$ cat config.mk
export PLATFORM = sky130hd
export DESIGN_NAME = alu_issue
export DESIGN_NICKNAME = d
export VERILOG_FILES = /design/src/rtl/alu_pkg.sv /design/src/rtl/alu_issue_decode.sv /design/src/rtl/alu_issue.sv
export SDC_FILE = /design/constraint.sdc
export NUM_CORES = 1
export LEC_CHECK = 0
export BUFFER_PORTS_ARGS = -buffer_cell sky130_fd_sc_hd__clkbuf_2
export CAP_MARGIN = 25
export CORE_MARGIN = 4
export CORE_UTILIZATION = 40
export CTS_CLUSTER_DIAMETER = 60
export DETAILED_ROUTE_END_ITERATION = 10
export PLACE_DENSITY = 0.69
export SLEW_MARGIN = 40
export SYNTH_ARGS = -nofsm -noshare
export SYNTH_HDL_FRONTEND = slang
export SYNTH_SLANG_ARGS = --single-unit
$ cat constraint.sdc
create_clock -name clk -period 11.2 [get_ports clk]
set_input_delay 0.56 -clock clk [delete_from_list [all_inputs] [get_ports clk]]
set_output_delay 0.56 -clock clk [all_outputs]
set_load 0.01 [all_outputs]
$ cat src/rtl/alu_pkg.sv
// Shared definitions for the decode/issue stage and the ALU: opcodes,
// 12-bit ALU op codes and the issue bundle.
package alu_pkg;
  localparam int DATA_W = 32;

  localparam logic [6:0] OPC_OP     = 7'b0110011;
  localparam logic [6:0] OPC_OP_IMM = 7'b0010011;
  localparam logic [6:0] OPC_LOAD   = 7'b0000011;
  localparam logic [6:0] OPC_STORE  = 7'b0100011;
  localparam logic [6:0] OPC_BRANCH = 7'b1100011;
  localparam logic [6:0] OPC_JAL    = 7'b1101111;
  localparam logic [6:0] OPC_JALR   = 7'b1100111;
  localparam logic [6:0] OPC_LUI    = 7'b0110111;
  localparam logic [6:0] OPC_AUIPC  = 7'b0010111;

  // {b11, b10, funct3, opcode}
  localparam logic [11:0] ALU_ADD  = 12'b000000110011;
  localparam logic [11:0] ALU_SUB  = 12'b100000110011;
  localparam logic [11:0] ALU_SRLI = 12'b001010010011;
  localparam logic [11:0] ALU_SRAI = 12'b011010010011;
  localparam logic [11:0] ALU_BEQ  = 12'b000001100011;
  localparam logic [11:0] ALU_JAL  = 12'b000001101111;
  localparam logic [11:0] ALU_LUI  = 12'b000000110111;

  typedef struct packed {
    logic [11:0]       operation;
    logic [DATA_W-1:0] opr1;
    logic [DATA_W-1:0] opr2;
    logic [DATA_W-1:0] pc;
    logic [DATA_W-1:0] imm;
    logic [DATA_W-1:0] store_data;
    logic [4:0]        rd;
    logic              rd_we;
    logic              illegal;
  } issue_t;
endpackage

$ cat src/rtl/alu_issue_decode.sv
// Combinational RV32I decode: instruction word plus register read data
// into one ALU issue bundle.
module alu_issue_decode
  import alu_pkg::*;
(
  input  logic [31:0]       instr,
  input  logic [DATA_W-1:0] pc,
  input  logic [DATA_W-1:0] rs1_data,
  input  logic [DATA_W-1:0] rs2_data,
  output issue_t            bundle
);
  logic [6:0]        opc;
  logic [2:0]        f3;
  logic              writes;
  logic [DATA_W-1:0] imm_i, imm_s, imm_b, imm_j, imm_u, shamt;

  assign opc   = instr[6:0];
  assign f3    = instr[14:12];
  assign imm_i = {{(DATA_W-12){instr[31]}}, instr[31:20]};
  assign imm_s = {{(DATA_W-12){instr[31]}}, instr[31:25], instr[11:7]};
  assign imm_b = {{(DATA_W-13){instr[31]}}, instr[31], instr[7], instr[30:25], instr[11:8], 1'b0};
  assign imm_j = {{(DATA_W-21){instr[31]}}, instr[31], instr[19:12], instr[20], instr[30:21], 1'b0};
  assign imm_u = {{(DATA_W-32){instr[31]}}, instr[31:12], 12'b0};
  assign shamt = {{(DATA_W-5){1'b0}}, instr[24:20]};

  always_comb begin
    bundle      = '0;
    writes      = 1'b0;
    bundle.pc   = pc;
    bundle.rd   = instr[11:7];
    bundle.opr1 = rs1_data;
    case (opc)
      OPC_OP: begin
        bundle.operation = {instr[30], 1'b0, f3, opc};
        bundle.opr2      = rs2_data;
        writes           = 1'b1;
      end
      OPC_OP_IMM: begin
        // only srli/srai carry the arithmetic bit; slli/srli/srai use shamt
        bundle.operation = {1'b0, (f3 == 3'b101) ? instr[30] : 1'b0, f3, opc};
        bundle.opr2      = (f3 == 3'b001 || f3 == 3'b101) ? shamt : imm_i;
        writes           = 1'b1;
      end
      OPC_LOAD: begin
        bundle.operation = {2'b00, f3, opc};
        bundle.opr2      = imm_i;
        writes           = 1'b1;
      end
      OPC_STORE: begin
        bundle.operation  = {2'b00, f3, opc};
        bundle.opr2       = imm_s;
        bundle.store_data = rs2_data;
      end
      OPC_BRANCH: begin
        bundle.operation = {2'b00, f3, opc};
        bundle.opr2      = rs2_data;
        bundle.imm       = imm_b;
      end
      OPC_JAL: begin
        bundle.operation = {5'b0, opc};
        bundle.opr1      = '0;
        bundle.imm       = imm_j;
        writes           = 1'b1;
      end
      OPC_JALR: begin
        bundle.operation = {2'b00, f3, opc};
        bundle.opr2      = imm_i;
        bundle.imm       = imm_i;
        writes           = 1'b1;
      end
      OPC_LUI, OPC_AUIPC: begin
        bundle.operation = {5'b0, opc};
        bundle.opr1      = '0;
        bundle.opr2      = imm_u;
        writes           = 1'b1;
      end
      default: bundle.illegal = 1'b1;
    endcase
    bundle.rd_we = writes && (instr[11:7] != 5'd0);
  end
endmodule

$ cat src/rtl/alu_issue.sv
// Decode/issue stage: valid/ready input, 2-entry (main + skid) output
// buffer feeding the ALU, flushable on a taken redirect.
module alu_issue
  import alu_pkg::*;
#(
  parameter int XLEN = DATA_W
) (
  input  logic            clk,
  input  logic            reset,
  input  logic            in_valid,
  output logic            in_ready,
  input  logic [31:0]     in_instr,
  input  logic [XLEN-1:0] in_pc,
  output logic [4:0]      rs1_addr,
  output logic [4:0]      rs2_addr,
  input  logic [XLEN-1:0] rs1_data,
  input  logic [XLEN-1:0] rs2_data,
  input  logic            flush,
  output logic            out_valid,
  input  logic            out_ready,
  output logic [11:0]     operation,
  output logic [XLEN-1:0] opr1,
  output logic [XLEN-1:0] opr2,
  output logic [XLEN-1:0] pc_out,
  output logic [XLEN-1:0] imm,
  output logic [XLEN-1:0] store_data,
  output logic [4:0]      rd,
  output logic            rd_we,
  output logic            illegal
);
  issue_t dec, main_q, skid_q;
  logic   main_valid, skid_valid;
  logic   accept, main_free;

  assign rs1_addr = in_instr[19:15];
  assign rs2_addr = in_instr[24:20];

  alu_issue_decode u_dec (
    .instr    (in_instr),
    .pc       (in_pc),
    .rs1_data (rs1_data),
    .rs2_data (rs2_data),
    .bundle   (dec)
  );

  // in_ready depends only on registered state, never on out_ready
  assign in_ready  = !skid_valid;
  assign accept    = in_valid && in_ready && !flush;
  assign main_free = !main_valid || out_ready;

  always_ff @(posedge clk or posedge reset) begin
    if (reset) begin
      main_valid <= 1'b0;
      skid_valid <= 1'b0;
      main_q     <= '0;
      skid_q     <= '0;
    end else if (flush) begin
      main_valid <= 1'b0;
      skid_valid <= 1'b0;
    end else if (main_free) begin
      // skid is older than anything arriving now (and blocks accept anyway)
      if (skid_valid) main_q <= skid_q;
      else if (accept) main_q <= dec;
      main_valid <= skid_valid || accept;
      skid_valid <= 1'b0;
    end else if (accept) begin
      skid_q     <= dec;
      skid_valid <= 1'b1;
    end
  end

  assign out_valid  = main_valid;
  assign operation  = main_q.operation;
  assign opr1       = main_q.opr1;
  assign opr2       = main_q.opr2;
  assign pc_out     = main_q.pc;
  assign imm        = main_q.imm;
  assign store_data = main_q.store_data;
  assign rd         = main_q.rd;
  assign rd_we      = main_q.rd_we;
  assign illegal    = main_q.illegal;
endmodule

==> metrics <==
status complete, no violations; RSZ-0062 raised after global routing false; critical-path maximum fanout 67; vias in the first global route roughly 13000; maximum clock frequency roughly 360 MHz; crit path DAT approximately 3.2 ns; setup TNS 0 ns; Slew @ Worst Pin roughly 0.81 ns; Detailed Route WL slightly below 50 mm; post-CTS sizing 0; Die Ht between 200 and 250 um; top-count cell post-synth nand2_1; Setup crit end kind register; CTS tree done; area leader, netlist dfrtp_1; mean number of vias per cell between 5 and 6; Die ar. between 0.04 and 0.05 mm2; synthesized area per cell 9.12 um2; DRT iter0 DRCs about 1200; first-pass GRT wire length 75.2 mm; Worst-Skew Late Latency roughly 0.54 ns; Setup Fix Bufs, Post-CTS 0; ys flop type dfrtp_1; fin crit share 24.8%; Slew Limit Fails 0; clock sink count approximately 340; initial antenna violation count 5; H-tree depth 2; Syn. warnings 0; Slew HR between 40% and 50%; Ports roughly 320; dpl hpwl 31.7 mm; Area Overhead vs Synth 19.5%; register area share after synthesis between 50% and 60%; min cycle time layout 2.78 ns; LEAKAGE approximately 0.009 uW; largest net degree at the start of global routing 142; XOR/XNOR Fraction of Synth Area 0.0568%; post-route ant nets 0; Post-Place Cells about 2400; DR pass1 iterations 5; DR DRC count 0; WP data required 11.58 ns; Mapped Area about 0.015 mm2; final net count about 2000; Core Region 0.0378 mm2; cts hold-fix bufs 0; asr flop ratio synth between 90% and 100%; HP Class primary input to asynchronous set/reset pin; Hold Worst Slack roughly 0.067 ns; top-area cell type share of the netlist area a little over half; post-synthesis adder-cell area fraction 0%; power per cell area 174 mW/mm2; Overflow after GRT 0; Max VDD drop around 110 uV; Yosys reg bits between 300 and 400; Initial Utilization between 40% and 50%; WL per Instance about 20 um; Max Root-Sink Buffers 3; layout cells sized above 1 a little over a fifth; Placer Congestion 0.836; cell count after synthesis approximately 1700; syn nets between 1500 and 2000; reg2reg setup slack around 8.4 ns; r2r endpoint pc_out[14]; crit-path max cell delay 0.66 ns; max_cap viols 0; number of core rows 71; Fin Clk Skew 0.00871 ns; critical path cell sequence buf_12 > buf_4 > buf_6 > mux2i_1 > o21ai_0; WS Path Type register to register; crit path max-delay cell type buf_4; CTS Buf Count 39; Die X ~200 um; Tot GR Track Use a little under a quarter; Post-synth EDFFs 0; final setup fails 0; mux cell area share after synthesis under 10%; Root Driver clkbuf_16; Simple-Gate Fraction of Synth Area 21.7%; Yosys cell types 55; Synth area leaders dfrtp_1 (55%), nand2_1 (9.9%), nand3_1 (5.1%); worst-case reg-to-reg path depth 5; Final Non-Filler Cells 2454; via count roughly 13000; Synth top cells by count nand2_1 (407), dfrtp_1 (338), nand3_1 (158), nor2_1 (108), a21oi_1 (106); Crit Reg-Reg Startpoint skid_valid; Reg clk slew, reported paths 0.06 ns; Port Buf Inserts around 320; complex-gate fraction of the synthesized area between 10 and 15%; CP Launch Type register; Final Hold Fails 0; largest family of logic cells by synthesized area simple AND/OR/NAND/NOR gates
-- registers in the layout, summed over array words and instances (netlist names) --
| name | cells |
|---|---|
| illegal | 1 |
| operation | 12 |
| imm | 21 |
| skid_valid | 1 |
| out_valid | 1 |
| rd | 5 |
| skid_q | 168 |
| pc_out | 32 |
| rd_we | 1 |
| store_data | 32 |
| opr2 | 32 |
| opr1 | 32 |
-- how the worst max path moves through the flow --
| stage | startpoint | cells past startpoint | end |
|---|---|---|---|
| final | skid_valid | 5 | pc_out[14] |
| after global routing | skid_valid | 5 | pc_out[14] |
| after CTS | skid_valid | 4 | pc_out[14] |
| after detailed placement | skid_valid | 4 | pc_out[19] |
| after global placement | skid_valid | 4 | operation[1] |
| after floorplan | reset | 1 | illegal |
-- metrics by stage --
stage	power, uW	instance area, um2	worst slack [ns]	util (%)
after detailed placement	1940	17100	8.11	45.2
final	3210	18400	8.42	48.7
after CTS	3240	18400	8.08	48.7
after global routing	3360	18400	8.30	48.7
after global placement	1920	17100	7.82	45.1
after floorplan	1730	15400	1.27	-
-- power breakdown --
part	internal (uW)	total, uW	leakage, uW	switching, uW
Sequential	1370	1460	0.00433	90.8
Combinational	169	459	0.00389	291
Clock	778	1290	0.000626	508
-- final cells by class --
cell class / instances / area [um2]
Clock buffer: 56 / 1140
Sequential cell: 338 / 8460
Multi-Input combinational cell: 1166 / 6080
Antenna cell: 2 / 5.00
Tap cell: 511 / 639
Clock inverter: 12 / 146
Inverter: 24 / 97.6
Timing Repair Buffer: 345 / 1870
Fill cell: 3637 / 19400
-- kinds of logic (layout without fill, tap and decap cells) --
| kind of cell | count (synthesis) | count (layout) |
|---|---|---|
| compound gates | 359 | 359 |
| xor+xnor | 1 | 1 |
| buf+inv | 189 | 437 |
| flops | 338 | 338 |
| mux | 44 | 44 |
| other cells | 0 | 2 |
| simple gates | 762 | 762 |
-- worst max-delay path: cells and delay by family, from the launching register on --
kind,cells,cell delay [ns]
DFF,1,0.58
buffers and inverters,3,1.50
AOI/OAI and AO/OA,1,0.10
muxes,1,0.27
-- layout by cell type (no fill, tap or decap), types with 37 or more instances in the layout --
cell type and n:
nand3_1 158, nor2_1 108, a21oi_1 106, o211ai_1 37, nand2_1 406, clkbuf_16 41, mux2i_1 42, clkbuf_2 323
o21ai_0 84, dfrtp_1 337
-- per-layer routing --
metal | vias up | GRT usage [%] | share of wire [%]
li1 | 6257 | - | -
met1 | 6570 | 31.7 | 42
met2 | 531 | 34.3 | 46
met3 | 86 | 5.68 | 8.6
met4 | 6 | 8.52 | 3.2
met5 | - | 0 | 0.078
Note: power is estimated with default switching activity, not from simulation.
